## src/rtl/seq_adder_pkg.sv

```systemverilog
// -----------------------------------------------------------------------------
// seq_adder_pkg
// Shared definitions for the multi-cycle adder: FSM state encoding and the
// step-counter width helper.
// -----------------------------------------------------------------------------
package seq_adder_pkg;

    typedef enum logic [0:0] {
        IDLE = 1'b0,
        RUN  = 1'b1
    } state_t;

    // Counter must hold 0..steps-1. The extra bit keeps steps==1 at width 1.
    function automatic int step_cnt_w(input int steps);
        return $clog2(steps) + 1;
    endfunction

endpackage

```

## src/rtl/adder_chunk.sv

```systemverilog
// -----------------------------------------------------------------------------
// adder_chunk
// Purely combinational CHUNK-bit ripple adder built from full-adder cells.
// Ports:
//   a, b  : CHUNK-bit addends
//   cin   : carry into bit 0
//   s     : CHUNK-bit sum
//   cout  : carry out of the top cell
// -----------------------------------------------------------------------------
module adder_chunk #(
    parameter int CHUNK = 2
) (
    input  logic [CHUNK-1:0] a,
    input  logic [CHUNK-1:0] b,
    input  logic             cin,
    output logic [CHUNK-1:0] s,
    output logic             cout
);

    logic [CHUNK:0] w_c;

    assign w_c[0] = cin;

    for (genvar i = 0; i < CHUNK; i++) begin : g_fa
        assign s[i]     = a[i] ^ b[i] ^ w_c[i];
        assign w_c[i+1] = (a[i] & b[i]) | (w_c[i] & (a[i] ^ b[i]));
    end

    assign cout = w_c[CHUNK];

endmodule

```

## src/rtl/seq_adder.sv

```systemverilog
// -----------------------------------------------------------------------------
// seq_adder
// Multi-cycle adder: adds two WIDTH-bit operands plus carry-in, CHUNK bits per
// clock, reusing one adder_chunk with a registered carry between steps.
// Ports:
//   clk      : rising-edge clock
//   reset    : asynchronous, active-high reset
//   start    : request, sampled only while idle
//   a, b     : operands, sampled on accepted start
//   cin      : carry-in, sampled on accepted start
//   busy     : high while an addition is in progress
//   done     : one-cycle pulse, result registers just updated
//   sum      : WIDTH-bit result, held between completions
//   cout     : unsigned carry-out (the 2^WIDTH bit)
//   overflow : two's-complement signed overflow
// -----------------------------------------------------------------------------
module seq_adder
    import seq_adder_pkg::*;
#(
    parameter int WIDTH = 8,
    parameter int CHUNK = 2
) (
    input  logic             clk,
    input  logic             reset,
    input  logic             start,
    input  logic [WIDTH-1:0] a,
    input  logic [WIDTH-1:0] b,
    input  logic             cin,
    output logic             busy,
    output logic             done,
    output logic [WIDTH-1:0] sum,
    output logic             cout,
    output logic             overflow
);

    localparam int STEPS = WIDTH / CHUNK;
    localparam int CNT_W = step_cnt_w(STEPS);
    localparam logic [CNT_W-1:0] LAST_STEP = CNT_W'(STEPS - 1);

    state_t           r_state;
    logic [WIDTH-1:0] r_a;
    logic [WIDTH-1:0] r_b;
    logic             r_carry;
    logic [WIDTH-1:0] r_psum;
    logic [CNT_W-1:0] r_step;
    logic             r_a_msb;
    logic             r_b_msb;
    logic             r_done;
    logic [WIDTH-1:0] r_sum;
    logic             r_cout;
    logic             r_ovf;

    logic [CHUNK-1:0] w_s;
    logic             w_cout;
    logic [WIDTH-1:0] w_psum_next;

    adder_chunk #(
        .CHUNK (CHUNK)
    ) u_chunk (
        .a    (r_a[CHUNK-1:0]),
        .b    (r_b[CHUNK-1:0]),
        .cin  (r_carry),
        .s    (w_s),
        .cout (w_cout)
    );

    // New chunk enters at the MSB end; after STEPS shifts the first chunk
    // computed has reached bit 0. Written as a shift of the concatenation so
    // it also covers CHUNK == WIDTH without an empty slice.
    assign w_psum_next = WIDTH'({w_s, r_psum} >> CHUNK);

    always_ff @(posedge clk or posedge reset) begin
        if (reset) begin
            r_state <= IDLE;
            r_a     <= '0;
            r_b     <= '0;
            r_carry <= 1'b0;
            r_psum  <= '0;
            r_step  <= '0;
            r_a_msb <= 1'b0;
            r_b_msb <= 1'b0;
            r_done  <= 1'b0;
            r_sum   <= '0;
            r_cout  <= 1'b0;
            r_ovf   <= 1'b0;
        end else begin
            r_done <= 1'b0;
            case (r_state)
                IDLE: begin
                    if (start) begin
                        r_a     <= a;
                        r_b     <= b;
                        r_carry <= cin;
                        r_psum  <= '0;
                        r_step  <= '0;
                        r_a_msb <= a[WIDTH-1];
                        r_b_msb <= b[WIDTH-1];
                        r_state <= RUN;
                    end
                end
                RUN: begin
                    r_a     <= r_a >> CHUNK;
                    r_b     <= r_b >> CHUNK;
                    r_carry <= w_cout;
                    r_psum  <= w_psum_next;
                    r_step  <= r_step + CNT_W'(1);
                    if (r_step == LAST_STEP) begin
                        r_sum   <= w_psum_next;
                        r_cout  <= w_cout;
                        // Signed overflow: like-signed operands, result sign differs.
                        r_ovf   <= (r_a_msb == r_b_msb) &&
                                   (w_psum_next[WIDTH-1] != r_a_msb);
                        r_done  <= 1'b1;
                        r_state <= IDLE;
                    end
                end
                default: r_state <= IDLE;
            endcase
        end
    end

    assign busy     = (r_state == RUN);
    assign done     = r_done;
    assign sum      = r_sum;
    assign cout     = r_cout;
    assign overflow = r_ovf;

endmodule

```

## config.mk

```make
export PLATFORM = sky130hd
export DESIGN_NAME = seq_adder
export DESIGN_NICKNAME = d
export VERILOG_FILES = /design/src/rtl/seq_adder_pkg.sv /design/src/rtl/adder_chunk.sv /design/src/rtl/seq_adder.sv
export SDC_FILE = /design/constraint.sdc
export NUM_CORES = 1
export LEC_CHECK = 0
export BUFFER_PORTS_ARGS = -buffer_cell sky130_fd_sc_hd__buf_2
export CORE_ASPECT_RATIO = 1.5
export CORE_MARGIN = 4
export CORE_UTILIZATION = 40
export DETAILED_ROUTE_END_ITERATION = 10
export MAX_ROUTING_LAYER = met4
export PLACE_DENSITY = 0.64
export SLEW_MARGIN = 30
export SYNTH_ARGS = -nofsm -noshare
export SYNTH_HDL_FRONTEND = slang
export SYNTH_SLANG_ARGS = --single-unit
export TNS_END_PERCENT = 100
```

## constraint.sdc

```tcl
create_clock -name clk -period 2.1 [get_ports clk]
set_clock_uncertainty 0.15 [all_clocks]
set_input_delay 0.21 -clock clk [delete_from_list [all_inputs] [get_ports clk]]
set_output_delay 0.21 -clock clk [all_outputs]
set_load 0.01 [all_outputs]
```

==> impl_summary.txt, run 1 <==
----------------------------------------------------
[Power]
  Sw Pwr ... 0.000947 W
  Clock network power share ... 0.186
  Switching share of power ... 0.341
  Max VDD drop ... 0.724 mV
  Pleak ... 1.03 nW
  Final Power ... 0.00278 W
  Power density cells ... 1360 mW/mm2
  Cell-internal power ... 0.00183 W
  Logic gate share of total power ... 0.344
  Fraction of power consumed by sequential logic ... 0.470

[Layout]
  Area used by multi-input combinational logic ... 661 um2
  Final #Nets ... 206
  Relative area change from synthesis to final layout ... 17.6%
  Diode insertion count for antenna repair ... 0
  Number of fill cells in the layout ... 404
  Final cell area excluding filler cells ... 0.00204 mm2
  Core utilization of the finished layout ... 0.485
  Sequential cell area in the final layout ... 0.00100 mm2
  Ratio of cells with drive above 1 in the final layout ... 0.306

[CTS]
  CTS Buffer Depth ... 2
  Root buffer cell ... clkbuf_8
  TritonCTS clock tree ... done
  H-Tree Level Count ... 2
  Clock input transition at the sequential cells of the worst setup and hold paths ... 0.08 ns
  Clock latency reported for the late side of the worst-skew pair ... 0.29 ns
  Number of clock sinks ... 40
  CTS buffer count ... 5
  Post-CTS setup repair buffer count ... 0

[Floorplan]
  Effective utilization at floorplan ... 0.412
  Chip Width ... 61.8 um
  Rows ... 29
  Boundary pin count ... 32
  Area of the core ... 0.00421 mm2
  Die boundary height ... 88.7 um
  Die Footprint ... 0.00548 mm2

[Setup path]
  Arrival @ worst endpoint ... 2.02 ns
  Worst Setup Path Type ... reg2reg
  CP startpoint kind ... flip-flop
  Stages on the worst setup path ... 5
  Crit path max-delay cell type ... fa_1
  Cell-by-cell trace of the critical path ... fa_2 -> inv_2 -> fa_1 -> or3_1 -> a31oi_1
  Reg2Reg Depth ... 5
  Gate family responsible for the most delay along the worst path ... adder cells
  CP Data Required Time ... 2.16 ns
  CP peak stage delay ... 0.42 ns
  Crit-path max FO ... 2
  Critical path endpoint category ... flip-flop
  Buffer and inverter count on the worst path ... 1

[Yosys]
  Asr flop ratio synth ... 1.00
  Largest area contributor in the netlist ... dfrtp_1
  Ys flop type ... dfrtp_1
  Cell with the most instances after synthesis ... dfrtp_1
  Number of synthesized flops with an enable pin ... 0
  Number of synthesized register bits ... 40
  Biggest area contributors in the synthesized netlist ... dfrtp_1, mux2i_1, mux2_2, o21ai_0, nand2_1
  Register area share after synthesis ... 0.577
  Syn avg cell area ... 11.9 um2
  Number of distinct library cells after synthesis ... 26
  Area of the mapped netlist ... 0.00174 mm2
  Number of instances in the synthesized netlist ... 146
  Warning count from the yosys run ... 0
  Most common library cells after synthesis ... dfrtp_1, mux2i_1, nand2_1, o21ai_0, mux2_2
  Top cell type's share of synthesized area ... 0.577
  Synthesized netlist net count ... 170

[Drt]
  WL per Instance ... 13.7 um
  Post-detailed-route count of antenna-violating nets ... 0
  Wire length reported by the detailed router ... 3.13 mm
  Via density ... 5.00
  DRC Markers ... 0
  Count of TritonRoute iterations in the first routing pass ... 4
  Total via count in the routed design ... 1,144
  Violation count after the first detailed-routing iteration ... 22

[Timing]
  Setup TNS ... 0 ns
  Setup repair after global routing missed its margin ... no
  # setup viols final ... 0
  Max Slew Vio Count ... 0
  Final count of hold timing violations ... 0
  FMAX ... 512 MHz
  Min Clock Period, post-route ... 1.95 ns
  Worst slew pin tran ... 0.489 ns
  Max-Slew Margin vs Limit ... 0.674
  Portion of the clock cycle consumed by the worst path in the final layout ... 0.930

[Run status]
  Result of the run ... completed

[Placed design]
  Routability Congestion ... 0.761
  Post-DP HPWL ... 2.34 mm
  Area post-placement ... 0.00194 mm2
  Input/output buffers ... 31

[Global route]
  Wire length of the first global-routing pass ... 5.71 mm
  Number of global-route vias before repair ... 1,252
  Antenna violations before repair ... 0
  Final global-route overflow total ... 0
  Total Routing Usage GR ... 0.147
  Largest net degree at the start of global routing ... 41

[Min path]
  Cell depth of the worst min-delay path ... 3
  Path type of the worst min-delay path ... in2reg

[Flow run]
  Maxcap violations ... 0

----------------------------------------------------
## state kept, by name, indices dropped and copies added, names as in the netlist
signal	flops
r_b_msb	1
r_psum	6
r_a	8
done	1
overflow	1
sum	8
r_a_msb	1
r_step	3
r_carry	1
cout	1
busy	1
r_b	8
## final cells by class
cell class | instances | area share
inverters | 7 | 0.0129
clock buffers | 6 | 0.0405
flip-flops and latches | 40 | 0.490
repair buffers | 37 | 0.0993
multi-input cells | 91 | 0.324
well taps | 46 | 0.0282
clock inverters | 2 | 0.00490
## timing repair
item | CTS | global route
endpoints found under the hold margin | 40 | 0
setup endpoints to repair | 0 | 1
gates resized for setup | 0 | 2
hold buffers | 1 | 0
## layout by cell type, fill, tap and decap left out
| cell | n |
|---|---|
| dfrtp_1 | 40 |
| buf_4 | 5 |
| a22o_1 | 2 |
| buf_2 | 31 |
| ha_1 | 2 |
| inv_1 | 5 |
| a21oi_1 | 5 |
| fa_1 | 1 |
| nor2_1 | 5 |
| mux2_1 | 1 |
| a31oi_1 | 1 |
| mux2i_1 | 20 |
| nand2b_1 | 7 |
| nand2_1 | 16 |
| o21ai_1 | 4 |
| o21ai_0 | 12 |
| dlygate4sd3_1 | 1 |
| o31ai_1 | 1 |
| inv_2 | 2 |
| and2b_1 | 1 |
| fa_2 | 1 |
| or3_1 | 1 |
| clkbuf_8 | 6 |
| nand3_1 | 1 |
| mux2_2 | 8 |
| clkinv_2 | 2 |
| nand2_2 | 1 |
| a21o_1 | 1 |
## cell families (layout without fill, tap and decap cells)
kind of cell / count (synthesis) / in the layout / share of synthesized area
AO/OA/AOI/OAI: 26 / 26 / 0.0829
adder cells (fa/ha/maj): 4 / 4 / 0.0375
buffers and inverters: 15 / 52 / 0.0440
flip-flops: 40 / 40 / 0.577
multiplexers: 29 / 29 / 0.174
AND/OR/NAND/NOR: 32 / 32 / 0.0851
## routing by layer
metal,share of wire,GRT usage,wire (um),up-vias
li1,-,-,-,560
met5,0,-,0,-
met3,0.052,0.0350,162,8
met2,0.51,0.226,1610,29
met4,0.032,0.0792,99,0
met1,0.40,0.175,1260,547
## through the flow
stage	setup slack [ns]	hold slack, ns	cells
after CTS	0.100	0.0177	229
after global routing	0.0280	0.0281	229
final	0.147	0.0262	229
after global placement	0.119	0.197	220
after detailed placement	0.109	0.211	220
after floorplan	0.124	0.212	146
## power groups by stage
| stage | sequential [W] | combinational [W] | clock (W) |
|---|---|---|---|
| floorplan | 0.00130 | 0.000656 | 0 |
| global placement | 0.00130 | 0.000927 | 0 |
| detailed placement | 0.00133 | 0.000971 | 0 |
| CTS | 0.00131 | 0.000975 | 0.000532 |
| global route | 0.00135 | 0.00111 | 0.000576 |
| finish | 0.00131 | 0.000955 | 0.000515 |
## worst register-to-register path, cell delays in order, from the launching register on
cell and delay (ns):
dfrtp_1 0.40, fa_2 0.39, inv_2 0.06, fa_1 0.42, or3_1 0.31, a31oi_1 0.15
## path summary, 6_finish.rpt
check,slack [ns],endpoint,start
max in group asynchronous,1.03,r_b[0]$_DFFE_PP0P_,reset
max reg2reg,0.15,overflow$_DFFE_PP0P_,r_a[0]$_DFFE_PP0P_
min,0.03,r_a[6]$_DFFE_PP0P_,a[6]
min in group asynchronous,0.43,sum[3]$_DFFE_PP0P_,reset
min reg2reg,0.34,r_a[4]$_DFFE_PP0P_,r_a[6]$_DFFE_PP0P_
max,0.15,overflow$_DFFE_PP0P_,r_a[0]$_DFFE_PP0P_
(Power assumes the default switching activity.)
==> inputs of run 2 (changes only) <==
--- a/config.mk
+++ b/config.mk
@@ -8,10 +8,10 @@
 export BUFFER_PORTS_ARGS = -buffer_cell sky130_fd_sc_hd__buf_2
 export CORE_ASPECT_RATIO = 1.5
 export CORE_MARGIN = 4
-export CORE_UTILIZATION = 40
+export CORE_UTILIZATION = 48
 export DETAILED_ROUTE_END_ITERATION = 10
 export MAX_ROUTING_LAYER = met4
-export PLACE_DENSITY = 0.64
+export PLACE_DENSITY = 0.74
 export SLEW_MARGIN = 30
 export SYNTH_ARGS = -nofsm -noshare
 export SYNTH_HDL_FRONTEND = slang
==> run 2 against run 1 <==
Compared with the run above: die area is 15% lower; worst hold slack got worse by 0.0086 ns; largest cell class unchanged; utilization rose by 11 points; combinational power up 2%; sequential power hardly changed; via count up 1.7%; final area about the same; first-iteration DRC count grew 4.5%; total power grew 1.6%.
==> impl_summary.txt, run 2 (same netlist as run 1, synthesis figures left out) <==
----------------------------------------------------
[Timing]
  Worst hold slack ... 0.0175 ns (-0.00864 ns)
  Portion of the clock cycle consumed by the worst path in the final layout ... 0.960 (+0.0299)
  Worst slew pin tran ... 0.490 ns (+0.00159 ns)
  # setup viols final ... 0 (unchanged)
  Max-Slew Margin vs Limit ... 0.673 (-0.00106)
  Max Slew Vio Count ... 0 (unchanged)
  Min Clock Period, post-route ... 2.02 ns (+0.0629 ns)
  Setup repair after global routing missed its margin ... yes
  Final count of hold timing violations ... 0 (unchanged)
  FMAX ... 496 MHz (-3.1%)

[Flow run]
  Maxcap violations ... 0 (unchanged)

[Min path]
  Path type of the worst min-delay path ... in2reg

[Floorplan]
  Area of the core ... 0.00345 mm2 (-18%)
  Rows ... 26 (-10%)
  Die Footprint ... 0.00466 mm2 (-15%)
  Effective utilization at floorplan ... 0.503 (+0.0910)
  Chip Width ... 57.1 um (-7.6%)
  Boundary pin count ... 32 (unchanged)
  Die boundary height ... 81.6 um (-7.9%)

[Setup path]
  Buffer and inverter count on the worst path ... 1 (unchanged)
  Critical path endpoint category ... flip-flop
  Cell-by-cell trace of the critical path ... fa_2 -> inv_2 -> fa_1 -> or3_1 -> a31oi_1
  Launch point of the critical path ... r_b[0]$_DFFE_PP0P_
  Reg2reg setup slack ... 0.08 ns (-0.06 ns)
  Stages on the worst setup path ... 5 (unchanged)
  CP startpoint kind ... flip-flop
  Arrival @ worst endpoint ... 2.07 ns (+0.05 ns)
  Worst setup path end ... overflow$_DFFE_PP0P_
  Crit path max-delay cell type ... fa_1
  Reg2Reg Depth ... 5 (unchanged)
  Launch instance of the worst register-to-register path ... r_b[0]$_DFFE_PP0P_
  CP Data Required Time ... 2.15 ns (about the same)
  Gate family responsible for the most delay along the worst path ... adder cells
  Worst Setup Path Type ... reg2reg
  CP peak stage delay ... 0.42 ns (about the same)
  Worst r2r dst ... overflow$_DFFE_PP0P_
  Crit-path max FO ... 2 (unchanged)

[Layout]
  Final #Nets ... 206 (unchanged)
  Commonest non-fill, non-tap cell in the layout ... dfrtp_1
  Relative area change from synthesis to final layout ... 17.5% (about the same)
  Diode insertion count for antenna repair ... 0 (unchanged)
  Number of fill cells in the layout ... 320 (-21%)
  Area used by multi-input combinational logic ... 661 um2 (unchanged)
  Ratio of cells with drive above 1 in the final layout ... 0.302 (-0.00381)
  Sequential cell area in the final layout ... 0.00100 mm2 (unchanged)
  Leading cell types in the layout, fill and taps excluded ... dfrtp_1, buf_2, mux2i_1
  Final cell area excluding filler cells ... 0.00204 mm2 (about the same)

[Drt]
  Wire length reported by the detailed router ... 3.20 mm (+2.0%)
  Count of TritonRoute iterations in the first routing pass ... 4 (unchanged)
  Total via count in the routed design ... 1,163 (+1.7%)
  DRC Markers ... 0 (unchanged)
  Via density ... 5.19 (+3.9%)
  Post-detailed-route count of antenna-violating nets ... 0 (unchanged)
  WL per Instance ... 14.3 um (+4.3%)
  Violation count after the first detailed-routing iteration ... 23 (+4.5%)

[Placed design]
  Input/output buffers ... 31 (unchanged)
  Area post-placement ... 0.00193 mm2 (-0.26%)
  Routability Congestion ... 0.738 (-3.1%)
  Post-DP HPWL ... 2.39 mm (+2.5%)

[CTS]
  TritonCTS clock tree ... done
  Clock latency reported for the late side of the worst-skew pair ... 0.29 ns (about the same)
  Number of clock sinks ... 40 (unchanged)
  Root buffer cell ... clkbuf_8
  Clock input transition at the sequential cells of the worst setup and hold paths ... 0.08 ns (about the same)
  Post-CTS setup repair buffer count ... 0 (unchanged)
  CTS Buffer Depth ... 2 (unchanged)
  CTS buffer count ... 5 (unchanged)
  H-Tree Level Count ... 2 (unchanged)

[Global route]
  Antenna violations before repair ... 0 (unchanged)
  Wire length of the first global-routing pass ... 5.58 mm (-2.3%)
  Final global-route overflow total ... 0 (unchanged)
  Total Routing Usage GR ... 0.162 (+0.0144)
  Number of global-route vias before repair ... 1,227 (-2.0%)
  Largest net degree at the start of global routing ... 41 (unchanged)

[Run status]
  Result of the run ... completed

[Power]
  Max VDD drop ... 0.734 mV (+1.4%)
  Power density cells ... 1380 mW/mm2 (+1.7%)
  Pleak ... 1.03 nW (about the same)

----------------------------------------------------
[run 2: worst register-to-register path, stage by stage, from the launching register on]
cell,delay [ns]
dfrtp_1,0.41
fa_2,0.40
inv_2,0.06
fa_1,0.42
or3_1,0.32
a31oi_1,0.18
[run 2: per-stage QoR]
step,worst slack (ns),cells,setup TNS (ns),power (W),utilization
6_report,0.0836,224,0,0.00282,0.591
5_1_grt,-0.0164,224,-0.0164,0.00305,0.591
4_1_cts,0.0207,224,0,0.00285,0.591
3_5_place_dp,0.0347,216,0,0.00231,0.560
3_3_place_gp,0.112,216,0,0.00223,0.560
2_1_floorplan,0.124,146,0,0.00196,-
[run 2: layout make-up]
cell class / instances / area share
Sequential cell: 40 / 0.491
Multi-Input combinational cell: 91 / 0.324
Timing Repair Buffer: 37 / 0.0994
Clock buffer: 7 / 0.0472
Tap cell: 42 / 0.0258
Inverter: 7 / 0.0129
[run 2: worst min path at each step]
stage	cells after the start	endpoint	start
after floorplan	1	r_a_msb$_DFFE_PP0P_	a[7]
after global placement	3	sum[1]$_DFFE_PP0P_	reset
after detailed placement	3	sum[1]$_DFFE_PP0P_	reset
after CTS	3	r_a[6]$_DFFE_PP0P_	a[6]
after global routing	2	r_a_msb$_DFFE_PP0P_	a[7]
final	3	r_a[6]$_DFFE_PP0P_	a[6]
[run 2: where the power goes]
group	internal (W)	switching, W	leakage, nW
Sequential	0.00109	0.000217	0.510
Clock	0.000292	0.000244	0.0503
Combinational	0.000480	0.000494	0.471
Total	0.00187	0.000954	1.03
[run 2: per-layer routing]
layer / global-route usage / wire [um] / vias up
met5: - / 0 / -
met4: 0.0626 / 57 / 0
met3: 0.0425 / 159 / 6
met2: 0.283 / 1670 / 29
met1: 0.174 / 1310 / 572
li1: - / - / 556
[run 2: repair_timing]
| item | CTS | global route |
|---|---|---|
| setup endpoints to repair | 0 | 1 |
| gates resized for setup | 0 | 2 |
| hold buffers | 1 | 0 |
| endpoints found under the hold margin | 40 | 0 |
==> inputs of run 3 (changes only) <==
--- a/config.mk
+++ b/config.mk
@@ -12,6 +12,7 @@
 export DETAILED_ROUTE_END_ITERATION = 10
 export MAX_ROUTING_LAYER = met4
 export PLACE_DENSITY = 0.74
+export REMOVE_ABC_BUFFERS = 1
 export SLEW_MARGIN = 30
 export SYNTH_ARGS = -nofsm -noshare
 export SYNTH_HDL_FRONTEND = slang
==> run 3 against run 2 <==
Compared with the run above: first-iteration DRC count is 30% higher; final area is 0.98% lower; die area stayed put; via count is 1.9% lower; clock-buffer cell count is 2 lower; utilization is 0.58 points lower; sequential power hardly changed; total power is 3.8% lower; sequential share of layout area is 0.49 points higher; final cell count is 0.45% lower; combinational power is 2.1% lower; critical endpoint unchanged; largest cell class unchanged; largest power group unchanged.
==> impl_summary.txt, run 3 (same netlist as run 1, synthesis figures left out) <==
----------------------------------------------------
[Run status]
  Result of the run ... completed

[Floorplan]
  Chip Width ... 57.1 um (unchanged)
  Area of the core ... 0.00345 mm2 (unchanged)
  Rows ... 26 (unchanged)
  Die boundary height ... 81.6 um (unchanged)
  Boundary pin count ... 32 (unchanged)
  Die Footprint ... 0.00466 mm2 (unchanged)
  Effective utilization at floorplan ... 0.503 (unchanged)

[Power]
  Cell-internal power ... 0.00178 W (-4.5%)
  Clock network power share ... 0.163 (-0.027)
  Power density cells ... 1340 mW/mm2 (-2.9%)
  Sw Pwr ... 0.000931 W (-2.4%)
  Max VDD drop ... 0.763 mV (+3.9%)
  Fraction of power consumed by sequential logic ... 0.486 (+0.021)
  Pleak ... 1.02 nW (-0.93%)
  Logic gate share of total power ... 0.351 (+0.006)
  Switching share of power ... 0.343 (+0.00498)

[Timing]
  Portion of the clock cycle consumed by the worst path in the final layout ... 0.936 (-0.0239)
  Min Clock Period, post-route ... 1.97 ns (-0.0501 ns)
  # setup viols final ... 0 (unchanged)
  FMAX ... 509 MHz (+2.5%)
  Setup repair after global routing missed its margin ... no
  Worst hold slack ... 0.0249 ns (+0.00732 ns)
  Max-Slew Margin vs Limit ... 0.670 (-0.00332)
  Final count of hold timing violations ... 0 (unchanged)
  Max Slew Vio Count ... 0 (unchanged)
  Setup TNS ... 0 ns (unchanged)
  Worst slew pin tran ... 0.495 ns (+0.00498 ns)

[Placed design]
  Routability Congestion ... 0.815 (+10%)
  Input/output buffers ... 31 (unchanged)
  Post-DP HPWL ... 2.43 mm (+1.7%)

[CTS]
  Clock input transition at the sequential cells of the worst setup and hold paths ... 0.07 ns (about the same)
  Root buffer cell ... clkbuf_8
  H-Tree Level Count ... 2 (unchanged)
  CTS Buffer Depth ... 2 (unchanged)
  CTS buffer count ... 5 (unchanged)
  Clock latency reported for the late side of the worst-skew pair ... 0.28 ns (about the same)
  Number of clock sinks ... 40 (unchanged)
  TritonCTS clock tree ... done

[Drt]
  Violation count after the first detailed-routing iteration ... 30 (+30%)
  Via density ... 5.12 (-1.5%)
  WL per Instance ... 14.3 um (+0.42%)
  Wire length reported by the detailed router ... 3.20 mm (about the same)
  Count of TritonRoute iterations in the first routing pass ... 4 (unchanged)
  DRC Markers ... 0 (unchanged)
  Post-detailed-route count of antenna-violating nets ... 0 (unchanged)
  Total via count in the routed design ... 1,141 (-1.9%)

[Setup path]
  Buffer and inverter count on the worst path ... 1 (unchanged)
  Crit path max-delay cell type ... fa_1
  Critical path endpoint category ... flip-flop
  Launch point of the critical path ... r_carry$_DFFE_PP0P_
  Launch instance of the worst register-to-register path ... r_carry$_DFFE_PP0P_
  CP startpoint kind ... flip-flop
  Crit-path max FO ... 2 (unchanged)
  Arrival @ worst endpoint ... 2.02 ns (-0.05 ns)
  CP peak stage delay ... 0.42 ns (about the same)
  Worst Setup Path Type ... reg2reg
  Gate family responsible for the most delay along the worst path ... adder cells
  CP Data Required Time ... 2.16 ns (about the same)
  Cell-by-cell trace of the critical path ... fa_2 -> inv_2 -> fa_1 -> or3_1 -> a31oi_1

[Layout]
  Relative area change from synthesis to final layout ... 16.4%
  Number of fill cells in the layout ... 323 (+0.94%)
  Ratio of cells with drive above 1 in the final layout ... 0.298 (-0.00386)
  Leading cell types in the layout, fill and taps excluded ... dfrtp_1, buf_2, mux2i_1
  Diode insertion count for antenna repair ... 0 (unchanged)
  Commonest non-fill, non-tap cell in the layout ... dfrtp_1
  Final #Nets ... 207 (+0.49%)

[Flow run]
  Maxcap violations ... 0 (unchanged)

[Global route]
  Antenna violations before repair ... 0 (unchanged)
  Number of global-route vias before repair ... 1,189 (-3.1%)
  Largest net degree at the start of global routing ... 41 (unchanged)
  Wire length of the first global-routing pass ... 5.40 mm (-3.2%)
  Final global-route overflow total ... 0 (unchanged)
  Total Routing Usage GR ... 0.159 (-0.00227)

[Min path]
  Worst hold path startpoint ... b[6]
  Path type of the worst min-delay path ... in2reg

----------------------------------------------------
[run 3: worst reg2reg max path: cells and delay by family, from the launching register on]
kind | cells | cell delay, ns
buffers and inverters | 1 | 0.06
adder cells (fa/ha/maj) | 2 | 0.81
flip-flops | 1 | 0.40
AND/OR/NAND/NOR | 1 | 0.32
AO/OA/AOI/OAI | 1 | 0.16
[run 3: metal layers]
| layer | global-route usage | share of wire |
|---|---|---|
| met4 | 0.0766 | 0.023 |
| met5 | - | 0 |
| met1 | 0.174 | 0.39 |
| met3 | 0.0393 | 0.038 |
| met2 | 0.271 | 0.55 |
[run 3: cell type report]
class / count / area, um2 / share of cell area
Sequential cell: 40 / 1000 / 0.496
Multi-Input combinational cell: 91 / 661 / 0.327
Timing Repair Buffer: 38 / 210 / 0.104
Clock buffer: 5 / 68.8 / 0.0341
Tap cell: 42 / 52.6 / 0.0260
Inverter: 7 / 26.3 / 0.0130
[run 3: power by group through the flow]
stage                     Clock, W  Sequential (W)  Combinational, W
after floorplan                  0         0.00138          0.000539
after global placement           0         0.00131          0.000911
after detailed placement         0         0.00134          0.000966
after CTS                 0.000459         0.00132          0.000973
after global routing      0.000486         0.00136           0.00109
final                     0.000442         0.00132          0.000953
[run 3: path summary, 6_finish.rpt]
path | end | slack (ns) | depth (start not counted)
worst min-delay path | r_b[6]$_DFFE_PP0P_ | 0.02 | 3
worst max register to register | overflow$_DFFE_PP0P_ | 0.13 | 5
max in group asynchronous | r_a[3]$_DFFE_PP0P_ | 0.99 | 4
worst max-delay path | overflow$_DFFE_PP0P_ | 0.13 | 5
min in group asynchronous | r_b[2]$_DFFE_PP0P_ | 0.46 | 4
worst min register to register | r_b[1]$_DFFE_PP0P_ | 0.34 | 2
[run 3: through the flow]
stage	total power (W)	instances	worst slack [ns]	util	cell area [um2]
after global routing	0.00293	223	0.000835	0.586	2020
after floorplan	0.00191	138	0.0413	-	1690
after CTS	0.00275	223	0.0810	0.585	2020
after global placement	0.00222	217	0.120	0.562	1940
after detailed placement	0.00230	217	0.0956	0.562	1940
final	0.00271	223	0.134	0.586	2020
[run 3: timing repair]
item                                   CTS  global route
resized for setup                        0             2
setup buffers                            0             0
setup endpoints to repair                0             1
endpoints found under the hold margin   40             0
hold buffers                             1             0
